**src/rtl/glyph_renderer.sv**
```systemverilog
// Renders one scaled 5x5 glyph box: drives the ROM row address during the glyph's scan band,
// latches the row pattern at line start and serialises it MSB-first as a registered pixel_on.
module glyph_renderer #(
  parameter int GLYPH_W    = 5,
  parameter int GLYPH_H    = 5,
  parameter int SCALE_LOG2 = 3,
  parameter int CW         = 10
) (
  input  logic               clk,
  input  logic               reset,
  input  logic               pix_tick,
  input  logic               video_on,
  input  logic [CW-1:0]      pixel_x,
  input  logic [CW-1:0]      pixel_y,
  input  logic [CW-1:0]      origin_x,
  input  logic [CW-1:0]      origin_y,
  output logic [2:0]         glyph_row_addr,
  input  logic [GLYPH_W-1:0] glyph_row_data,
  output logic               pixel_on,
  output logic               drawing
);

  typedef enum logic [1:0] {
    IDLE  = 2'd0,
    ARMED = 2'd1,
    DRAW  = 2'd2
  } state_t;

  localparam int BIT_W = $clog2(GLYPH_W + 1);
  localparam logic [CW:0]         BAND_H   = (CW+1)'(GLYPH_H << SCALE_LOG2);
  localparam logic [BIT_W-1:0]    LAST_BIT = BIT_W'(GLYPH_W);
  localparam logic [SCALE_LOG2-1:0] SUB_ONE = SCALE_LOG2'(1);
  localparam logic [SCALE_LOG2-1:0] SUB_MAX = '1;

  state_t                state, state_n;
  logic [GLYPH_W-1:0]    row_buf, row_buf_n, row_shift;
  logic [CW-1:0]         x_lat, x_lat_n;
  logic [SCALE_LOG2-1:0] sub_cnt, sub_n;
  logic [BIT_W-1:0]      bit_cnt, bit_n;
  logic                  pixel_on_n;

  // One extra bit keeps origin_y + band height from wrapping near the top of the coordinate range.
  logic [CW:0] py_ext, oy_ext, band_end, row_off;
  logic        in_band;

  assign py_ext   = {1'b0, pixel_y};
  assign oy_ext   = {1'b0, origin_y};
  assign band_end = oy_ext + BAND_H;
  assign row_off  = py_ext - oy_ext;
  assign in_band  = (py_ext >= oy_ext) && (py_ext < band_end);

  assign glyph_row_addr = in_band ? 3'(row_off >> SCALE_LOG2) : 3'd0;
  assign drawing        = (state == DRAW);

  // Current glyph column is brought to the MSB so the bit select stays a constant index.
  assign row_shift = row_buf << bit_cnt;

  // NOTE: every always_comb output gets a default first so no path leaves a latch behind.
  always_comb begin
    state_n    = state;
    row_buf_n  = row_buf;
    x_lat_n    = x_lat;
    sub_n      = sub_cnt;
    bit_n      = bit_cnt;
    pixel_on_n = 1'b0;

    unique case (state)
      IDLE: begin
        if (pixel_x == '0 && video_on && in_band) begin
          row_buf_n = glyph_row_data;
          x_lat_n   = origin_x;
          if (origin_x == '0) begin
            state_n    = DRAW;
            pixel_on_n = glyph_row_data[GLYPH_W-1];
            sub_n      = SUB_ONE;
            bit_n      = '0;
          end else begin
            state_n = ARMED;
          end
        end
      end
      ARMED: begin
        if (pixel_x == x_lat) begin
          state_n    = DRAW;
          pixel_on_n = row_buf[GLYPH_W-1];
          sub_n      = SUB_ONE;
          bit_n      = '0;
        end else if (pixel_x == '0) begin
          state_n = IDLE;
        end
      end
      DRAW: begin
        if (bit_cnt == LAST_BIT) begin
          state_n = IDLE;
        end else begin
          pixel_on_n = row_shift[GLYPH_W-1];
          sub_n      = sub_cnt + SUB_ONE;
          if (sub_cnt == SUB_MAX) bit_n = bit_cnt + BIT_W'(1);
        end
      end
      default: state_n = IDLE;
    endcase

    // Leaving the visible area aborts any draw; the box is simply truncated at the right edge.
    if (!video_on) begin
      state_n    = IDLE;
      pixel_on_n = 1'b0;
    end
  end

  // NOTE: sequential state uses non-blocking assignments so every register samples pre-edge values.
  always_ff @(posedge clk) begin
    if (reset) begin
      state    <= IDLE;
      pixel_on <= 1'b0;
      row_buf  <= '0;
      x_lat    <= '0;
      sub_cnt  <= '0;
      bit_cnt  <= '0;
    end else if (pix_tick) begin
      state    <= state_n;
      pixel_on <= pixel_on_n;
      row_buf  <= row_buf_n;
      x_lat    <= x_lat_n;
      sub_cnt  <= sub_n;
      bit_cnt  <= bit_n;
    end
  end

endmodule

```
**config.mk**
```make
export PLATFORM = sky130hd
export DESIGN_NAME = glyph_renderer
export DESIGN_NICKNAME = d
export VERILOG_FILES = /design/src/rtl/glyph_renderer.sv
export SDC_FILE = /design/constraint.sdc
export NUM_CORES = 1
export LEC_CHECK = 0
export ABC_AREA = 1
export CAP_MARGIN = 30
export CELL_PAD_IN_SITES_DETAIL_PLACEMENT = 0
export CELL_PAD_IN_SITES_GLOBAL_PLACEMENT = 1
export CORE_MARGIN = 4
export CORE_UTILIZATION = 34
export DETAILED_ROUTE_END_ITERATION = 6
export GPL_TIMING_DRIVEN = 0
export PLACE_DENSITY_LB_ADDON = 0.1
export RECOVER_POWER = 25
export SYNTH_ARGS = -nofsm -noshare
export SYNTH_HDL_FRONTEND = slang
export SYNTH_SLANG_ARGS = --single-unit
```
**constraint.sdc**
```tcl
create_clock -name clk -period 5.1 [get_ports clk]
set_input_delay 1.53 -clock clk [delete_from_list [all_inputs] [get_ports clk]]
set_output_delay 1.53 -clock clk [all_outputs]
set_load 0.02 [all_outputs]
```
# ---- Word level (Yosys, flattened, before mapping)
# Index checks and enable logic that the tools add are counted.
dict set report totals {
  inputBits 49
  output_inout_bits 5
  wordCells 62
  regBits 24
}
dict set report op_classes {
  addsub 4
  n_mux 25
  magnitude_cmp 2
  n_shift 1
  n_eq_ne 13
  reduce_logical 11
}
# operator count
set ops {}
lappend ops {{$mux 3} 10}
lappend ops {{$logic_not 10->1} 2}
lappend ops {{$pmux 3 s3} 2}
lappend ops {{$mux 2} 6}
lappend ops {{$add 10x6->11 const B} 1}
lappend ops {{$lt 10x11->1} 1}
lappend ops {{$eq 10x10->1} 1}
lappend ops {{$ge 10x10->1} 1}
lappend ops {{$ne 2x2->1 const B} 4}
lappend ops {{$reduce_and 7->1} 1}
lappend ops {{$add 3x1->3 const B} 2}
lappend ops {{$eq 3x3->1 const B} 2}
lappend ops {{$pmux 2 s3} 1}
lappend ops {{$reduce_and 6->1} 1}
lappend ops {{$sub 6x6->6} 1}
lappend ops {{$mux 1} 5}
lappend ops {{$shl 5x3->5} 1}
lappend ops {{$ne 4x4->1 const B} 1}
lappend ops {{$reduce_and 4->1} 1}
lappend ops {{$logic_and 1x1->1} 3}
lappend ops {{$ne 3x2->1 const B} 1}
lappend ops {{$ne 3x3->1 const B} 1}
lappend ops {{$pmux 1 s3} 1}
lappend ops {{$reduce_and 3->1} 1}
lappend ops {{5 further kinds} 5}

# ---- Longest topological paths before layout
dict set report depth {
  word_depth 7
  mapped_depth 15
  mapped_depth_nobuf 15
}

# ---- Worst setup path after synthesis
# No wires, ideal clock.
dict set report synth_timing {
  path_type {in2out}
  from {input port origin_y[3]}
  to {output port glyph_row_addr[1]}
  n_path_buf 0
  setup_slack_ns 0.092
  required_time_ns 3.570
  cell_stages 10
  arrival_ns 3.478
  path_cell_list {ha_1 -> o21ai_0 -> nor3_1 -> xor2_1 -> ha_1 -> a21oi_1 -> nand2_1 -> o21ai_4 -> nand3_1 -> nor3b_1}
}
dict set report synth_between {
  elab_chain_len 4
  elab_cells_between_ends 6
  cone_classes {2 x add/sub; 2 x order compare; 1 x mux; 1 x reduce/logical}
}
# element line
set synth_rtl {}
lappend synth_rtl {{start, declared} 16} ;# input logic [CW-1:0] origin_y,
lappend synth_rtl {{$add 10x6->11} 48} ;# assign band_end = oy_ext + BAND_H;
lappend synth_rtl {{$lt 10x11->1} 50} ;# assign in_band = (py_ext >= oy_ext) && (py_ext < band_end);
lappend synth_rtl {{$logic_and 1x1->1} 50}
lappend synth_rtl {{$mux 3 (*)} 52} ;# assign glyph_row_addr = in_band ? 3'(row_off >> SCALE_LOG2) : 3'd0;
lappend synth_rtl {{end, declared} 17} ;# output logic [2:0] glyph_row_addr,
# Every way passes the cells marked *; elsewhere a longest branch is shown, timed or not.

# ---- Worst setup path in the final report
dict set report layout_timing {
  from {input port origin_y[4]}
  to {output port glyph_row_addr[1]}
}
# Same word-level chain as after synthesis.

==> report_table.html <==
<table>
<tr><th>Metric</th><th>Value</th></tr>
<tr><th colspan="2">STA</th></tr>
<tr><td>Actual transition at the worst max-transition pin</td><td>0.650 ns</td></tr>
<tr><td>Post-route worst setup slack</td><td>0.146 ns</td></tr>
<tr><td>RSZ-0062 raised after global routing</td><td>no</td></tr>
<tr><td>Post-route clock period utilization</td><td>0.971</td></tr>
<tr><td>Shortest period the worst path allows</td><td>4.95 ns</td></tr>
<tr><td>Achievable Freq</td><td>202 MHz</td></tr>
<tr><td>Final Skew</td><td>0.0115 ns</td></tr>
<tr><td>Setup-failing EPs final</td><td>0</td></tr>
<tr><td>Setup Total Neg Slack</td><td>0 ns</td></tr>
<tr><td>Final hold violation count</td><td>0</td></tr>
<tr><td>Relative slew slack</td><td>0.563</td></tr>
<tr><td>Max-slew violation total from the final report</td><td>0</td></tr>
<tr><th colspan="2">Pwr</th></tr>
<tr><td>Pwr dens</td><td>175 mW/mm2</td></tr>
<tr><td>Worst VDD drop</td><td>0.0000858 V</td></tr>
<tr><td>Total power</td><td>491 uW</td></tr>
<tr><td>Leakage dissipation</td><td>1.34 nW</td></tr>
<tr><th colspan="2">Worst setup path</th></tr>
<tr><td>Crit start category</td><td>input pin</td></tr>
<tr><td>Most frequent cell on the critical path</td><td>o21ai_4</td></tr>
<tr><td>Endpoint kind of the worst setup timing path</td><td>output port</td></tr>
<tr><td>Data arrival at the endpoint of the critical path</td><td>3.42 ns</td></tr>
<tr><td>Crit-path max FO</td><td>3</td></tr>
<tr><td>Critical-path top delay cell</td><td>ha_1</td></tr>
<tr><td>Series of cell instances along the critical path</td><td>dlygate4sd2_1, ha_2, o21ai_4, nor3_2, xor2_1, ha_1, a21oi_2, nand2_1, o21ai_4, nand3_4, nor3b_2, buf_4</td></tr>
<tr><td>Endpoint required time on the critical path</td><td>3.57 ns</td></tr>
<tr><td>Start-to-end type of the worst setup path</td><td>input pin to output port</td></tr>
<tr><td>CP peak stage delay</td><td>0.32 ns</td></tr>
<tr><th colspan="2">Synthesis</th></tr>
<tr><td>Dominant combinational cell family by area after synthesis</td><td>simple AND/OR/NAND/NOR gates</td></tr>
<tr><td>Synth top area cells</td><td>dfxtp_1 23%, ha_1 13%, nand2_1 12%</td></tr>
<tr><td>Fraction of synthesized cell area in xor and xnor cells</td><td>0.0415</td></tr>
<tr><td>Post-Syn Nets</td><td>405</td></tr>
<tr><td>Area of the mapped netlist</td><td>0.00211 mm2</td></tr>
<tr><td>Count of cell types in the netlist</td><td>33</td></tr>
<tr><td>Yosys synthesis warning count</td><td>0</td></tr>
<tr><td>Area fraction in and, or, nand and nor cells after synthesis</td><td>0.389</td></tr>
<tr><td>Average footprint of a synthesized cell</td><td>6.32 um2</td></tr>
<tr><td>Share of the yosys chip area belonging to registers</td><td>0.228</td></tr>
<tr><td>Cell accounting for the most synthesized area</td><td>dfxtp_1</td></tr>
<tr><td>Proportion of netlist area held by the largest area contributor</td><td>0.228</td></tr>
<tr><td>Complex-gate fraction of the synthesized area</td><td>0.105</td></tr>
<tr><td>Seq cells post-synth</td><td>24</td></tr>
<tr><td>Multiplexer share of the synthesized area</td><td>0</td></tr>
<tr><td>Post-Synthesis Cells</td><td>334</td></tr>
<tr><td>Arithmetic-cell share of the synthesized area counting full adders, half adders and majority gates</td><td>0.130</td></tr>
<tr><th colspan="2">Clock tree</th></tr>
<tr><td>Root buffer cell</td><td>clkbuf_8</td></tr>
<tr><td>Post-CTS Hold Fix Bufs</td><td>0</td></tr>
<tr><td>Clock H-tree levels</td><td>1</td></tr>
<tr><td>CTS tree</td><td>yes</td></tr>
<tr><td>Buffer depth of the longest clock path</td><td>2</td></tr>
<tr><td>Worst-skew pair later-pin latency</td><td>0.27 ns</td></tr>
<tr><td>Clock sink total</td><td>24</td></tr>
<tr><td>Clock-pin slew of the registers on the worst-case setup and hold paths</td><td>0.09 ns</td></tr>
<tr><td>Number of buffers created by CTS</td><td>3</td></tr>
<tr><th colspan="2">Cells and area</th></tr>
<tr><td>Summed area of non-filler cells in the final layout</td><td>0.00280 mm2</td></tr>
<tr><td>Post-layout net count</td><td>463</td></tr>
<tr><td>Count of inserted antenna diode cells</td><td>0</td></tr>
<tr><td>Commonest non-fill, non-tap cell in the layout</td><td>nand2_1</td></tr>
<tr><td>Core occupancy in the finished layout</td><td>0.471</td></tr>
<tr><td>Layout cell share with drive strength beyond 1</td><td>0.0997</td></tr>
<tr><td>Area Overhead vs Synth</td><td>32.8%</td></tr>
<tr><td>Most frequent cells in the layout</td><td>70 x nand2_1, 66 x nor2_1, 46 x inv_1</td></tr>
<tr><th colspan="2">Run</th></tr>
<tr><td>Max-cap check violation count</td><td>0</td></tr>
<tr><th colspan="2">Detailed routing</th></tr>
<tr><td>Starting DRC count in detailed routing</td><td>64</td></tr>
<tr><td>Vias after detailed routing</td><td>2,107</td></tr>
<tr><td>Wirelength per Cell</td><td>10.8 um</td></tr>
<tr><td>Router iterations before antenna repair</td><td>4</td></tr>
<tr><td>Total Routed Length</td><td>5.06 mm</td></tr>
<tr><td>Post-route ant nets</td><td>0</td></tr>
<tr><td>Via/cell ratio</td><td>4.52</td></tr>
<tr><td>Number of design rule violations left after detail routing</td><td>0</td></tr>
<tr><th colspan="2">Die</th></tr>
<tr><td>Die X-Extent</td><td>86.8 um</td></tr>
<tr><td>Die Area</td><td>0.00753 mm2</td></tr>
<tr><td>Initial core utilization</td><td>0.354</td></tr>
<tr><td>Core box area</td><td>0.00596 mm2</td></tr>
<tr><td>Count of pins on the block boundary</td><td>54</td></tr>
<tr><td>Site row count</td><td>28</td></tr>
<tr><td>Chip Height</td><td>86.8 um</td></tr>
<tr><th colspan="2">Place</th></tr>
<tr><td>Sum of net half-perimeters after detailed placement</td><td>4.26 mm</td></tr>
<tr><td>Input/output buffers</td><td>52</td></tr>
<tr><td>Post-DP Area</td><td>0.00273 mm2</td></tr>
<tr><td>Pre-CTS setup slack</td><td>-0.974 ns</td></tr>
<tr><td>Routability congestion estimate</td><td>0.812</td></tr>
<tr><th colspan="2">GRT</th></tr>
<tr><td>Met2 track utilization from global routing</td><td>0.239</td></tr>
<tr><td>Initial antenna violation count</td><td>0</td></tr>
<tr><td>Met3 routing resource usage after global routing</td><td>0.0200</td></tr>
<tr><td>Busiest layer in global routing</td><td>met2</td></tr>
<tr><td>Overflow left after global routing</td><td>0</td></tr>
<tr><td>Global-route wire length before repair</td><td>8.77 mm</td></tr>
<tr><td>Met1 Track Usage GR</td><td>0.184</td></tr>
<tr><td>Pin count of the biggest net entering global routing</td><td>15</td></tr>
<tr><td>Overall fraction of global-route tracks in use</td><td>0.140</td></tr>
<tr><td>Number of global-route vias before repair</td><td>2,040</td></tr>
<tr><th colspan="2">Min path</th></tr>
<tr><td>Worst min-delay path category</td><td>flop to flop</td></tr>
<tr><th colspan="2">Run status</th></tr>
<tr><td>Result of the run</td><td>finished, final reports clean</td></tr>
</table>
-- stage by stage --
stage,hold WS (ns),std cells
2_1_floorplan,0.445,334
3_3_place_gp,0.455,461
3_5_place_dp,0.460,461
4_1_cts,0.474,466
5_1_grt,0.506,466
6_report,0.471,466
-- final cells by class --
cell class	instances	area (um2)
Clock buffer	3	41.3
Tap cell	75	93.8
Buffer	4	25.0
Timing Repair Buffer	53	508
Inverter	53	199
Sequential cell	24	480
Fill cell	670	3150
Multi-Input combinational cell	253	1430
Clock inverter	1	30.0
-- critical path: cells and delay by family --
kind,cells,cell delay [ns]
adder cells (fa/ha/maj),2,0.53
buffers and inverters,2,0.42
XOR/XNOR,1,0.14
AND/OR/NAND/NOR,4,0.42
AO/OA/AOI/OAI,3,0.37
-- registers in the layout, indices dropped and copies added (netlist names) --
| register | flops |
|---|---|
| row_buf | 5 |
| x_lat | 10 |
| pixel_on | 1 |
| sub_cnt | 3 |
| bit_cnt | 3 |
| state | 2 |
-- where the power goes --
group / switching (mW) / total (mW) / internal [mW]
sequential: 0.0000101 / 0.187 / 0.187
combinational: 0.0670 / 0.135 / 0.0677
clock: 0.0640 / 0.169 / 0.105
-- cell families after synthesis --
| logic type | Yosys count |
|---|---|
| compound gates | 40 |
| simple gates | 181 |
| fa+ha+maj | 22 |
| xor+xnor | 10 |
| buf+inv | 57 |
| flops | 24 |
-- repair_timing --
item	4_1_cts	5_1_grt
buffers inserted	1	0
pin swaps	5	4
resized for setup	30	2
cloned	0	0
endpoints found under the setup margin	3	3
-- synthesized netlist by cell type --
cell	number
nand2_1	69
nor2_1	66
inv_1	46
dfxtp_1	24
ha_1	22
nand3_1	19
a21oi_1	15
o21ai_1	11
o21ai_0	10
inv_2	7
nand4_1	5
xnor2_1	5
xor2_1	5
nand2_2	3
nor3_1	3
or2_1	3
a21oi_2	2
buf_2	2
nand3_2	2
nor2_2	2
a21o_1	1
buf_6	1
clkbuf_1	1
nand2_4	1
nand3_4	1
nand3b_1	1
nand4_4	1
nor3_2	1
nor3_4	1
nor3b_1	1
o21ai_4	1
or2_0	1
or2_2	1
-- worst paths after layout --
check	endpoint	depth (start not counted)	start	slack, ns
setup / recovery	glyph_row_addr[1]	12	origin_y[4]	0.15
hold / removal	sub_cnt[2]$_SDFFE_PP0P_	2	sub_cnt[2]$_SDFFE_PP0P_	0.47
setup reg to reg	row_buf[2]$_SDFFE_PP0P_	6	state[0]$_SDFFE_PP0P_	3.36
hold reg to reg	sub_cnt[2]$_SDFFE_PP0P_	2	sub_cnt[2]$_SDFFE_PP0P_	0.47
-- layer usage --
metal  vias up  wire, um  part of all wire
met5         -         0                 0
met4         0        32            0.0063
met3         4       180             0.036
met2        38      2300              0.45
met1       899      2550              0.50
li1       1166         -                 -
(Power assumes the default switching activity.)
